[src/rtl/mux_sel_ctrl.sv]
// -----------------------------------------------------------------------------
// mux_sel_ctrl
//
// Front-panel select controller for the 5:1 output multiplexer. Three raw
// push-buttons (up, down, centre) are synchronised, debounced and
// edge-detected. Each accepted press moves the select index by one step,
// wrapping within 0..NUM_INPUTS-1. Centre returns the index to 0.
//
// Handshake: none. The block has no valid/ready interface. `sel` is a plain
// registered level and `sel_changed` is a one-cycle registered strobe that
// accompanies every edge at which `sel` takes a new value.
//
// Ports:
//   clk          in   system clock, rising edge
//   rst          in   synchronous, active-high reset
//   btn_up       in   raw bouncing button, step select up (wraps to 0)
//   btn_down     in   raw bouncing button, step select down (wraps to max)
//   btn_center   in   raw bouncing button, return select to 0
//   sel          out  [SEL_W-1:0] registered select index to the mux
//   sel_changed  out  registered pulse, high for the cycle after `sel` changes
//
// Parameters:
//   DEBOUNCE_CYCLES  consecutive stable cycles to accept a level change (>= 2)
//   NUM_INPUTS       number of mux inputs, 2..2**SEL_W
//   SEL_W            width of `sel`
// -----------------------------------------------------------------------------
module mux_sel_ctrl #(
  parameter int DEBOUNCE_CYCLES = 1000000,
  parameter int NUM_INPUTS      = 5,
  parameter int SEL_W           = 3
) (
  input  logic             clk,
  input  logic             rst,
  input  logic             btn_up,
  input  logic             btn_down,
  input  logic             btn_center,
  output logic [SEL_W-1:0] sel,
  output logic             sel_changed
);

  // Button index map used throughout the per-button vectors.
  localparam int BTN_UP     = 0;
  localparam int BTN_DOWN   = 1;
  localparam int BTN_CENTER = 2;
  localparam int NUM_BTN    = 3;

  localparam int                 CNT_W   = $clog2(DEBOUNCE_CYCLES);
  localparam logic [CNT_W-1:0]   CNT_MAX = CNT_W'(DEBOUNCE_CYCLES - 1);
  localparam logic [SEL_W-1:0]   SEL_MAX = SEL_W'(NUM_INPUTS - 1);
  localparam logic [SEL_W-1:0]   SEL_ZERO = '0;

  logic [NUM_BTN-1:0] w_raw;
  logic [NUM_BTN-1:0] w_db;
  logic [NUM_BTN-1:0] r_db_q;
  logic [NUM_BTN-1:0] w_press;

  assign w_raw = {btn_center, btn_down, btn_up};

  // ---------------------------------------------------------------------------
  // Per-button synchroniser and debouncer.
  // Each button owns its flops inside the generate scope so that no register
  // is shared between always blocks.
  // ---------------------------------------------------------------------------
  for (genvar g = 0; g < NUM_BTN; g++) begin : g_btn
    logic             r_s1;
    logic             r_s2;
    logic             r_db;
    logic [CNT_W-1:0] r_cnt;

    // Two-flop synchroniser. r_s1 may be metastable and feeds only r_s2.
    always_ff @(posedge clk) begin
      if (rst) begin
        r_s1 <= 1'b0;
        r_s2 <= 1'b0;
      end else begin
        r_s1 <= w_raw[g];
        r_s2 <= r_s1;
      end
    end

    // Counter runs only while the synchronised level disagrees with the
    // accepted level; any agreeing cycle throws the partial count away, so
    // a glitch shorter than DEBOUNCE_CYCLES never reaches r_db.
    always_ff @(posedge clk) begin
      if (rst) begin
        r_db  <= 1'b0;
        r_cnt <= '0;
      end else if (r_s2 == r_db) begin
        r_cnt <= '0;
      end else if (r_cnt == CNT_MAX) begin
        r_db  <= r_s2;
        r_cnt <= '0;
      end else begin
        r_cnt <= r_cnt + CNT_W'(1);
      end
    end

    assign w_db[g] = r_db;
  end

  // ---------------------------------------------------------------------------
  // Press detection: rising edge of the debounced level. Release edges are
  // ignored and a held button produces exactly one pulse.
  // ---------------------------------------------------------------------------
  always_ff @(posedge clk) begin
    if (rst) begin
      r_db_q <= '0;
    end else begin
      r_db_q <= w_db;
    end
  end

  assign w_press = w_db & ~r_db_q;

  // ---------------------------------------------------------------------------
  // Select update. Priority: centre, then up+down cancel, then up, then down.
  // The wrap compares are made at SEL_W bits and select the wrapped value
  // explicitly, so NUM_INPUTS == 2**SEL_W never relies on counter overflow.
  // ---------------------------------------------------------------------------
  logic [SEL_W-1:0] r_sel;
  logic             r_sel_changed;
  logic [SEL_W-1:0] w_sel_next;
  logic [SEL_W-1:0] w_sel_inc;
  logic [SEL_W-1:0] w_sel_dec;

  always_comb begin
    w_sel_inc = SEL_ZERO;
    w_sel_dec = SEL_MAX;
    if (r_sel != SEL_MAX) begin
      w_sel_inc = r_sel + SEL_W'(1);
    end
    if (r_sel != SEL_ZERO) begin
      w_sel_dec = r_sel - SEL_W'(1);
    end
  end

  always_comb begin
    w_sel_next = r_sel;
    if (w_press[BTN_CENTER]) begin
      w_sel_next = SEL_ZERO;
    end else if (w_press[BTN_UP] && w_press[BTN_DOWN]) begin
      w_sel_next = r_sel;
    end else if (w_press[BTN_UP]) begin
      w_sel_next = w_sel_inc;
    end else if (w_press[BTN_DOWN]) begin
      w_sel_next = w_sel_dec;
    end
  end

  // The change strobe compares against the value being replaced, so a
  // centre press while already at 0 writes 0 again without a pulse.
  always_ff @(posedge clk) begin
    if (rst) begin
      r_sel         <= SEL_ZERO;
      r_sel_changed <= 1'b0;
    end else begin
      r_sel         <= w_sel_next;
      r_sel_changed <= (w_sel_next != r_sel);
    end
  end

  assign sel         = r_sel;
  assign sel_changed = r_sel_changed;

endmodule

[config.mk]
export PLATFORM = sky130hd
export DESIGN_NAME = mux_sel_ctrl
export DESIGN_NICKNAME = d
export VERILOG_FILES = /design/src/rtl/mux_sel_ctrl.sv
export SDC_FILE = /design/constraint.sdc
export NUM_CORES = 1
export LEC_CHECK = 0
export CORE_MARGIN = 2
export CORE_UTILIZATION = 43
export DETAILED_ROUTE_END_ITERATION = 10
export GPL_TIMING_DRIVEN = 1
export MAX_ROUTING_LAYER = met4
export REMOVE_ABC_BUFFERS = 1
export SYNTH_ARGS = -nofsm -noshare
export SYNTH_HDL_FRONTEND = slang
export SYNTH_SLANG_ARGS = --single-unit
[constraint.sdc]
create_clock -name clk -period 2.67 [get_ports clk]
set_clock_uncertainty 0.2 [all_clocks]
set_input_delay 0.4005 -clock clk [delete_from_list [all_inputs] [get_ports clk]]
set_output_delay 0.4005 -clock clk [all_outputs]
set_load 0.05 [all_outputs]
Word level (Yosys, flattened, before mapping)
Cells that the tools add are included.
Widths: inputs -> output; s select.
{"block": "word_totals", "reg_bits": 76, "wordCells": 47, "out_inout_bits": 4}
{"block": "op_classes", "addsub": 5, "reduce_logical": 8, "n_bitwise": 5, "mux": 6, "n_eq_ne": 8}
{"operator": "$add 20x1->20 const B", "count": 3}
{"operator": "$eq 20x20->1 const B", "count": 3}
{"operator": "$mux 3", "count": 6}
{"operator": "$reduce_or 3->1", "count": 3}
{"operator": "$reduce_and 2->1", "count": 3}
{"operator": "$add 3x1->3 const B", "count": 1}
{"operator": "$and 3x3->3", "count": 1}
{"operator": "$eq 1x1->1", "count": 3}
{"operator": "$ne 3x3->1", "count": 1}
{"operator": "$ne 3x3->1 const B", "count": 1}
{"operator": "$not 1->1", "count": 3}
{"operator": "$not 3->3", "count": 1}
{"operator": "$reduce_bool 3->1", "count": 1}
{"operator": "$sub 3x1->3 const B", "count": 1}
{"operator": "$logic_and 1x1->1", "count": 1}

Depth between registers and ports, before layout
{"block": "logic_depth", "depth_word": 7, "depth_mapped": 7, "mapped_depth_nobuf": 7}

Worst setup path before layout
Ideal clock, no wire load.
{"block": "synth_path", "kind": "register -> register", "start": "reg r_sel[1] (netlist: sel[1])", "end": "reg r_sel_changed (netlist: sel_changed)", "setup_time_ns": 0.134, "stages_incl_launch_ff": 8, "path_slack_ns": 0.463, "n_path_buf": 0, "arrival_ns": 1.873, "cell_sequence": "dfxtp_1 > inv_1 > ha_1 > or2_2 > nand3_1 > o21ai_0 > a222oi_1 > a31oi_1"}
{"block": "synth_via", "elab_chain_len": 7, "word_cells_on_any_way": 11, "classes_between": "add/sub: 2; eq/ne: 2; mux: 6; reduce/logical: 1"}
{"item": "start, declared", "line": "120", "text": "logic [SEL_W-1:0] r_sel;"}
{"item": "start signal, assigned", "line": "157", "text": "r_sel <= w_sel_next;"}
{"item": "$sub 3x1->3 / $reduce_bool 3->1 (equally long branches)", "line": "133, 132"}
{"item": "$mux 3", "line": "132", "text": "if (r_sel != SEL_ZERO) begin"}
{"item": "$mux 3", "line": "145", "text": "end else if (w_press[BTN_DOWN]) begin"}
{"item": "$mux 3", "line": "143", "text": "end else if (w_press[BTN_UP]) begin"}
{"item": "$mux 3", "line": "141", "text": "end else if (w_press[BTN_UP] && w_press[BTN_DOWN]) begin"}
{"item": "$mux 3", "line": "139", "text": "if (w_press[BTN_CENTER]) begin"}
{"item": "$ne 3x3->1 (*)", "line": "158", "text": "r_sel_changed <= (w_sel_next != r_sel);"}
{"item": "end signal, assigned", "line": "158"}
{"item": "end, declared", "line": "121", "text": "logic r_sel_changed;"}
Every way passes the cells marked *; elsewhere a longest branch is shown, timed or not.
A chain may end at the register's enable or synchronous reset.

Worst setup path in the final report
{"block": "layout_path", "start": "reg r_sel[2] (netlist: sel[2])", "end": "out sel[2]"}
{"item": "end, declared", "line": "37", "text": "output logic [SEL_W-1:0] sel,"}
No word-level cell between the ends.

==> results.txt <==
Yosys reg bits -> 76
Finish-stage setup viols -> 0
initial antenna violation count -> 0
All-Layer GR Usage -> 15.0%
Final WS setup -> 0.359 ns
Final Slew Violations -> 0
Worst Hold Margin -> 0.237 ns
die height -> 92.7 µm
routed wire length -> 5.71 mm
sequential share of the synthesized area -> 45.0%
crit path launch type -> flop
Slew headroom -> 56.5%
Final Power -> 2.06 mW
post-layout net count -> 403
most area-hungry cell type in the Yosys netlist -> dfxtp_1
Final ANT Viol Nets -> 0
I/O pin count -> 9
gp weighted congestion -> 0.799
drt drc -> 0
synthesized instance count -> 384
cts hold-fix bufs -> 0
Final Cycle Share -> 86.6%
worst vdd ir -> 344 µV
die width -> 92.7 µm
Synth Flop Type -> dfxtp_1
Post-synth ARST share -> 0%
R2R Setup Slk -> 0.54 ns
run status -> finished, final reports clean
slowest stage delay, CP -> 0.87 ns
Initial Utilization -> 44.0%
Root Buffer Master -> clkbuf_8
Max clock buf depth -> 2
worst-path maximum fanout -> 9
GR Overflow Total -> 0
layout cells sized above 1 -> 6.31%
Worst Tran Pin Value -> 0.653 ns
clk sinks -> 76
Worst-Skew Late Latency -> 0.34 ns
worst r2r path cells -> 6
vias in the first global route -> 2328
CP bufs+invs -> 1
MaxCap Viol Count -> 0
setup TNS -> 0 ns
post-cts gate resize count -> 0
Iter 0 DRT Violations -> 103
Core Box Area -> 7690 µm²
post-DP HPWL -> 3.85 mm
hold path depth -> 1
synth top area cells -> dfxtp_1 45%, xor2_1 11%, nor2_1 9.2%, xnor2_1 4.7%, nand3_1 3.7%
Post-synth EDFFs -> 0
TritonCTS Buffers -> 9
CTS H-Tree Depth -> 3
Die Area -> 8600 µm²
Arr. time, crit path -> 1.71 ns
Leak Pwr -> 1.22 nW
CP Cell Sequence -> clkdlybuf4s50_1
Synth top area share -> 45.0%
Hold WC Path Type -> reg -> reg
P&R area growth vs syn -> 10.4%
cell area after synthesis -> 3380 µm²
via count -> 2476
Yosys Warn Count -> 0
f_max -> 433 MHz
setup slack at placement -> 0.518 ns
setup bufs post-CTS -> 0
# rows -> 32
critical path class -> reg -> out
largest net degree at the start of global routing -> 21
CTS tree -> done
Final Hold Viols -> 0
syn avg cell area -> 8.81 µm²
Power Density -> 552 nW/µm²
DR pass1 iterations -> 4
Max stage delay cell, worst path -> clkdlybuf4s50_1
DR vias/cell -> 4.97
Critical Path Stages -> 1
CTS clock-pin slew for the worst setup and hold paths -> 0.07 ns
post-synthesis cell type count -> 40
Fill cells -> 755
port buffer count -> 8
Setup crit end kind -> output port
CP required -> 2.07 ns
ant diodes -> 0
cell family with most CP delay -> buffers and inverters
most common cell in the netlist -> nor2_1
global-route wire length before repair -> 10.2 mm
crit path time final -> 2.31 ns
final core occ -> 48.6%
RSZ-0062 raised after global routing -> false
WL/cell -> 11.5 µm
top cells by count, synth -> 83 x nor2_1, 76 x dfxtp_1, 41 x xor2_1, 25 x nand3_1, 23 x nand2_1
-- layer usage --
layer / vias up / share of wire (%) / global-route usage [%]
met5: - / 0 / -
met4: 0 / 1.7 / 6.74
met3: 10 / 3.1 / 4.48
met2: 32 / 44 / 22.9
met1: 1137 / 51 / 18.6
li1: 1297 / - / -
-- final timing paths --
check                                                  start                      endpoint
worst max-delay path                       sel[2]$_SDFF_PP0_                        sel[2]
worst min-delay path                g_btn[1].r_s1$_SDFF_PP0_      g_btn[1].r_s2$_SDFF_PP0_
worst max register to register  g_btn[1].r_cnt[0]$_SDFF_PP0_  g_btn[1].r_cnt[6]$_SDFF_PP0_
worst min register to register      g_btn[1].r_s1$_SDFF_PP0_      g_btn[1].r_s2$_SDFF_PP0_
-- where the power goes --
| group | internal [mW] | switching [mW] |
|---|---|---|
| clock network | 0.505 | 0.389 |
| registers | 1.14 | 0.00308 |
| logic | 0.0113 | 0.0148 |
| total | 1.65 | 0.406 |
-- registers in the layout, indices dropped and copies added, names as in the netlist --
register     cells
g_btn.r_cnt     60
g_btn.r_db       3
g_btn.r_s1       3
g_btn.r_s2       3
r_db_q           3
sel              3
sel_changed      1
-- cell families after synthesis --
family	count (synthesis)	share of synthesized area, %
AND/OR/NAND/NOR	202	30.6
multiplexers	3	0.887
buffers and inverters	20	2.99
AO/OA/AOI/OAI	18	3.11
XOR/XNOR	59	15.3
adder cells (fa/ha/maj)	6	2.22
flip-flops	76	45.0
-- layout by cell type (no fill, tap or decap), types with 2 or more instances in the layout --
cell	instances
nor4b_1	2
buf_4	2
and2_1	3
inv_1	7
nand2b_1	3
a31oi_1	3
or2_2	3
xnor2_1	18
xor2_1	41
a21oi_1	7
nor4_2	2
clkbuf_1	2
mux2i_1	3
clkbuf_8	12
nor3_1	6
nor2b_1	12
nand3_1	25
ha_1	6
clkdlybuf4s50_1	8
and4_1	3
nand4_1	16
and3_1	9
or3_1	2
nor2_1	83
o21ai_0	4
nand2_1	23
dfxtp_1	76
nor4_1	2
-- final cells by class --
class | instances | area (µm²) | area share, %
Clock buffer | 14 | 173 | 4.62
Clock inverter | 1 | 30.0 | 0.804
Inverter | 7 | 26.3 | 0.704
Multi-Input combinational cell | 288 | 1760 | 47.2
Sequential cell | 76 | 1520 | 40.7
Tap cell | 102 | 128 | 3.42
Timing Repair Buffer | 10 | 95.1 | 2.55
-- stage by stage --
step | instance area (µm²) | cells
2_1_floorplan | 3310 | 371
3_3_place_gp | 3530 | 483
3_5_place_dp | 3530 | 483
4_1_cts | 3730 | 498
5_1_grt | 3730 | 498
6_report | 3730 | 498
No activity file was read; power rests on OpenSTA's default activity.
==> RTL edit 1 (same settings) <==
Set the parameter `SEL_W` to 5 (it was 3).
--- a/src/rtl/mux_sel_ctrl.sv
+++ b/src/rtl/mux_sel_ctrl.sv
@@ -28,5 +28,5 @@
   parameter int DEBOUNCE_CYCLES = 1000000,
   parameter int NUM_INPUTS      = 5,
-  parameter int SEL_W           = 3
+  parameter int SEL_W           = 5
 ) (
   input  logic             clk,
Ports: changed (resized sel); port bits go from 9 to 11. No check against the original RTL was run, so the function may have changed too.
==> RTL edit 1 against the unedited design <==
  * Total power up 4.0%
  * Sequential cell count is 2 higher
  * Design area grew 8.5%
  * Via count rose by 10%
  * Worst setup slack worse by 140 ps
  * Die area up 7.3%
  * Routed wire length rose by 9.3%
  * Synthesized area up 7.7%
  * Largest power group unchanged
==> RTL edit 1: results (changes against the unedited design) <==
- Post-synth top cells: 78 x dfxtp_1, 77 x nor2_1, 38 x xnor2_1
- Port Buffer Count: 10 (+2)
- Worst-margin pin slew: 657 ps (+4.53 ps)
- Grt met3 use: 3.99% (-0.48 points)
- Total CTS buffers: 9 (unchanged)
- Largest Register: g_btn.r_cnt
- Vias per cell: 5.15 (+3.7%)
- Fin nets: 432 (+7.2%)
- Switching share of power: 20.6% (+0.92 points)
- Unique cell type count in the Yosys netlist: 55 (+38%)
- Layout cell share with drive strength beyond 1: 7.53% (+1.2 points)
- Hold Crit Start: g_btn[2].r_s1$_SDFF_PP0_
- Detailed Place HPWL: 4290 um (+11%)
- Hold Path Class: reg2reg
- # H-tree levels: 3 (unchanged)
- Met1 Track Usage GR: 18.5% (-0.030 points)
- Ys async rst share: 0% (unchanged)
- Worst stage delay on the critical path: 890 ps (+20 ps)
- Worst R2R End: g_btn[1].r_cnt[16]$_SDFF_PP0_
- Syn Area/Cell: 8.97 um2 (+1.8%)
- Final cell count without fillers: 530 (+6.4%)
- Reg2reg path depth: 6 (unchanged)
- Worst Hold Path Cells: 1 (unchanged)
- Post-DP Area: 3840 um2 (+8.7%)
- First-pass GRT wire length: 10900 um (+7.3%)
- WP data arrival: 1860 ps (+150 ps)
- Initial DRC Count: 80 (-22%)
- Top_reg_cell synth: dfxtp_1
- Final GP Congestion: 0.842 (+5.4%)
- CTS resizes: 0 (unchanged)
- Synthesis warning total: 0 (unchanged)
- Total track usage: 15.4% (+0.31 points)
- Worst Hold Path EP: g_btn[2].r_s2$_SDFF_PP0_
- Status: finished clean
- Top post-synthesis cells by area: dfxtp_1 43%, xnor2_1 9.1%, nor2_1 7.9%
- DRT Pass-1 Iters: 4 (unchanged)
- Worst vdd rail ir drop: 0.000245 V (-29%)
- Worst path top cell family by delay: buffers and inverters
- Vias in the first global route: 2569 (+10%)
- P_leak: 1.29 nW (+5.5%)
- Drt wl/cell: 11.8 um (+2.7%)
- Met2 GRT Util: 24.2% (+1.3 points)
- Cells after DPL: 515 (+6.6%)
- Antenna violations before repair: 0 (unchanged)
- R2R setup slack: 420 ps (-120 ps)
- CP Max Fanout: 13 (+4)
- Sequential fraction of the synthesis area: 42.9% (-2.1 points)
[RTL edit 1: cell types whose count changed after synthesis, moves of 3 or more]
| cell | unedited run | this run |
|---|---|---|
| clkbuf_1 | 6 | 2 |
| inv_1 | 7 | 13 |
| nand4_1 | 16 | 9 |
| nor2_1 | 83 | 77 |
| nor3_1 | 6 | 10 |
| nor4_1 | 2 | 7 |
| or2_2 | 3 | 0 |
| xnor2_1 | 18 | 38 |
| xor2_1 | 41 | 20 |
[RTL edit 1: routing by layer]
metal  up-vias  share of wire [%]
li1       1418                  -
met1      1267                 51
met2        41                 44
met3         6                3.6
met4         0                1.3
met5         -                  0
[RTL edit 1: how the worst max path moves through the flow]
stage	cells after the start	slack, ps	start	end
finish	1	210	sel[2]$_SDFF_PP0_	sel[2]
global route	1	110	sel[2]$_SDFF_PP0_	sel[2]
CTS	1	210	sel[2]$_SDFF_PP0_	sel[2]
detailed placement	6	380	g_btn[1].r_cnt[0]$_SDFF_PP0_	g_btn[1].r_cnt[11]$_SDFF_PP0_
global placement	6	460	g_btn[1].r_cnt[0]$_SDFF_PP0_	g_btn[1].r_cnt[3]$_SDFF_PP0_
floorplan	7	220	sel[1]$_SDFF_PP0_	sel_changed$_SDFF_PP0_
[RTL edit 1: metrics by stage]
stage	utilization, %	setup WS, ps	hold slack [ps]
2_1_floorplan	-	216	214
3_3_place_gp	46.7	462	229
3_5_place_dp	46.7	378	232
4_1_cts	49.3	214	241
5_1_grt	49.3	111	251
6_report	49.3	214	241
[RTL edit 1: power by group through the flow]
stage | Combinational, mW | Sequential (mW) | Clock (mW)
floorplan | 0.0120 | 1.20 | 0
global placement | 0.0283 | 1.20 | 0
detailed placement | 0.0285 | 1.20 | 0
CTS | 0.0287 | 1.17 | 0.983
global route | 0.0317 | 1.17 | 1.02
finish | 0.0281 | 1.17 | 0.945
[RTL edit 1: cell families after synthesis]
group	after synthesis	synth area share, %
multiplexers	5	1.37
XOR/XNOR	58	13.9
adder cells (fa/ha/maj)	6	2.06
flip-flops	78	42.9
AND/OR/NAND/NOR	208	30.9
AO/OA/AOI/OAI	26	5.36
buffers and inverters	25	3.50
[RTL edit 1: cell type report]
class                           count  area [um2]
Clock buffer                        9         124
Tap cell                          105         131
Sequential cell                    78        1560
Inverter                           13        48.8
Fill cell                         783        4160
Multi-Input combinational cell    303        1950
Clock inverter                      6        87.6
Timing Repair Buffer               16         145
==> RTL edit 2 (same flow settings) <==
Made on the original files. The output `sel_changed` loses its register stage (`r_sel_changed` becomes a continuous assignment).
--- a/src/rtl/mux_sel_ctrl.sv
+++ b/src/rtl/mux_sel_ctrl.sv
@@ -153,10 +153,10 @@
     if (rst) begin
       r_sel         <= SEL_ZERO;
-      r_sel_changed <= 1'b0;
     end else begin
       r_sel         <= w_sel_next;
-      r_sel_changed <= (w_sel_next != r_sel);
     end
   end
+
+  assign r_sel_changed = (w_sel_next != r_sel);
 
   assign sel         = r_sel;
Function: same outputs for any inputs over 10 cycles, from zero or initial values and one cycle with rst high; that may be too few to reach the edited logic, so the function may still have changed.
==> RTL edit 2 against the unedited design <==
  * Largest cell class unchanged
  * Non-clock buffer count up 4
  * Sequential cell count fell by 1
  * Synthesized cell count down 1.3%
  * Routed wire length decreased by 4.2%
  * Synthesized area fell by 1.1%
  * Via count is 1.2% lower
  * Utilization rose by 0.11 points
  * Worst setup slack worse by 250 ps
  * First-iteration DRC count shrank 48%
  * Design area decreased by 0.30%
  * Maximum frequency down 9.7%
  * Total power is 5.8% lower
==> RTL edit 2: results (changes against the unedited design) <==
- N_diodes: 0 (unchanged)
- CTS resizes: 2 (+2)
- Vias in the first global route: 2306 (-0.95%)
- Antenna violations before repair: 0 (unchanged)
- Reg2reg path depth: 6 (unchanged)
- Hold slack: 232 ps (-5.32 ps)
- P_leak: 1.22 nW (about the same)
- Post-synth top cells: 75 x dfxtp_1, 75 x nor2_1, 34 x xor2_1
- First-pass GRT wire length: 9900 um (-2.6%)
- # H-tree levels: 3 (unchanged)
- Final GP Congestion: 0.899 (+13%)
- Slew headroom: 53.9% (-2.5 points)
- Fin nets: 404 (+0.25%)
- DRT Pass-1 Iters: 4 (unchanged)
- Worst r2r src: g_btn[2].r_cnt[0]$_SDFF_PP0_
- Initial DRC Count: 54 (-48%)
- Worst stage delay on the critical path: 360 ps (-510 ps)
- Detailed Place HPWL: 3690 um (-4.2%)
- Worst vdd rail ir drop: 0.000381 V (+11%)
- Ys async rst share: 0% (unchanged)
- Top_reg_cell synth: dfxtp_1
- Hold Crit Start: g_btn[1].r_s1$_SDFF_PP0_
- Slowest-stage cell, CP: dfxtp_4
- WP data arrival: 1960 ps (+250 ps)
- Top post-synthesis cells by area: dfxtp_1 45%, xor2_1 8.9%, nor2_1 8.4%
- Total CTS buffers: 9 (unchanged)
- Total track usage: 14.7% (-0.39 points)
- Max reg flops: 60 (unchanged)
- Worst skew pair latency: 350 ps
- Drt wl/cell: 11.0 um (-4.5%)
- DP Worst Slack: 377 ps (-141 ps)
- DRC: 0 (unchanged)
- Grt met3 use: 2.88% (-1.6 points)
- Hold Path Class: reg2reg
- Status: finished clean
- Largest net degree at the start of global routing: 21 (unchanged)
- Met1 Track Usage GR: 18.9% (+0.38 points)
- Worst R2R End: g_btn[2].r_cnt[18]$_SDFF_PP0_
- CTS clk-pin slew, worst paths: 80 ps
- Setup Buffers After CTS: 0 (unchanged)
- Layout cell share with drive strength beyond 1: 9.30% (+3.0 points)
- R2R setup slack: 610 ps (+70 ps)
- Max Buffers Root-to-Sink: 2 (unchanged)
- Largest Register: g_btn.r_cnt
- CP Max Fanout: 6 (-3)
- Unique cell type count in the Yosys netlist: 42 (+5.0%)
- Port Buffer Count: 8 (unchanged)
- Worst Hold Path Cells: 1 (unchanged)
- Worst Hold Path EP: g_btn[1].r_s2$_SDFF_PP0_
- Synthesis warning total: 0 (unchanged)
- Vias per cell: 4.89 (-1.6%)
- Sequential fraction of the synthesis area: 44.9% (-0.094 points)
- Met2 GRT Util: 21.4% (-1.5 points)
- CTS root buffer: clkbuf_8
RTL edit 2: changes by cell type in the layout (fill, tap and decap cells not counted), moves of 3 or more:
| cell | change |
|---|---|
| nand3_1 | +4 |
| nand4_1 | -6 |
| dfxtp_1 | -3 |
| xnor2_1 | +6 |
| xor2_1 | -7 |
| and4_1 | +3 |
| nor2_1 | -8 |
| buf_4 | +4 |
| nor3_2 | +4 |
RTL edit 2: final cells by class:
| cell class | instances | area [um2] |
|---|---|---|
| Clock buffer | 12 | 155 |
| Clock inverter | 4 | 25.0 |
| Fill cell | 746 | 3920 |
| Inverter | 8 | 30.0 |
| Multi-Input combinational cell | 285 | 1750 |
| Timing Repair Buffer | 14 | 126 |
| Sequential cell | 75 | 1510 |
| Tap cell | 102 | 128 |
RTL edit 2: per-layer routing:
layer | vias up | routed length, um | part of all wire, %
met3 | 15 | 143 | 2.6
met5 | - | 0 | 0
met4 | 0 | 155 | 2.8
met2 | 26 | 2280 | 42
li1 | 1298 | - | -
met1 | 1108 | 2890 | 53
RTL edit 2: per-stage QoR:
step / setup TNS (ps) / instance area [um2] / cells
after floorplan: -104 / 3280 / 368
after global placement: 0 / 3520 / 483
after detailed placement: 0 / 3520 / 483
after CTS: 0 / 3710 / 499
after global routing: 0 / 3720 / 500
final: 0 / 3720 / 500
RTL edit 2: how the worst max path moves through the flow:
stage                      startpoint     endpoint  slack [ps]  cells after the start
floorplan           sel[0]$_SDFF_PP0_  sel_changed        -100                      7
global placement    sel[1]$_SDFF_PP0_  sel_changed         430                      8
detailed placement  sel[0]$_SDFF_PP0_  sel_changed         380                      8
CTS                 sel[0]$_SDFF_PP0_  sel_changed          40                      8
global route        sel[1]$_SDFF_PP0_  sel_changed          20                      8
finish              sel[1]$_SDFF_PP0_  sel_changed         110                      8
RTL edit 2: critical path: cells and delay by family, from the launching register on:
family / cells / cell delay [ps]
DFF: 1 / 360
buffers and inverters: 2 / 260
AOI/OAI and AO/OA: 3 / 530
and+or+nand+nor: 2 / 250
adders and majority gates: 1 / 210
RTL edit 2: report_power, final:
group,total [mW],internal [mW],switching (mW)
Sequential,1.13,1.12,0.00287
Combinational,0.0260,0.0120,0.0139
Clock,0.791,0.385,0.406
Total,1.94,1.52,0.422
RTL edit 2: logic make-up (layout without fill, tap and decap cells):
| kind of cell | Yosys count | after routing | share of synthesized area (%) |
|---|---|---|---|
| AO/OA/AOI/OAI | 18 | 18 | 3.03 |
| XOR/XNOR | 58 | 58 | 15.2 |
| adder cells (fa/ha/maj) | 6 | 6 | 2.24 |
| buffers and inverters | 19 | 38 | 2.84 |
| flip-flops | 75 | 75 | 44.9 |
| multiplexers | 4 | 4 | 1.20 |
| AND/OR/NAND/NOR | 199 | 199 | 30.7 |
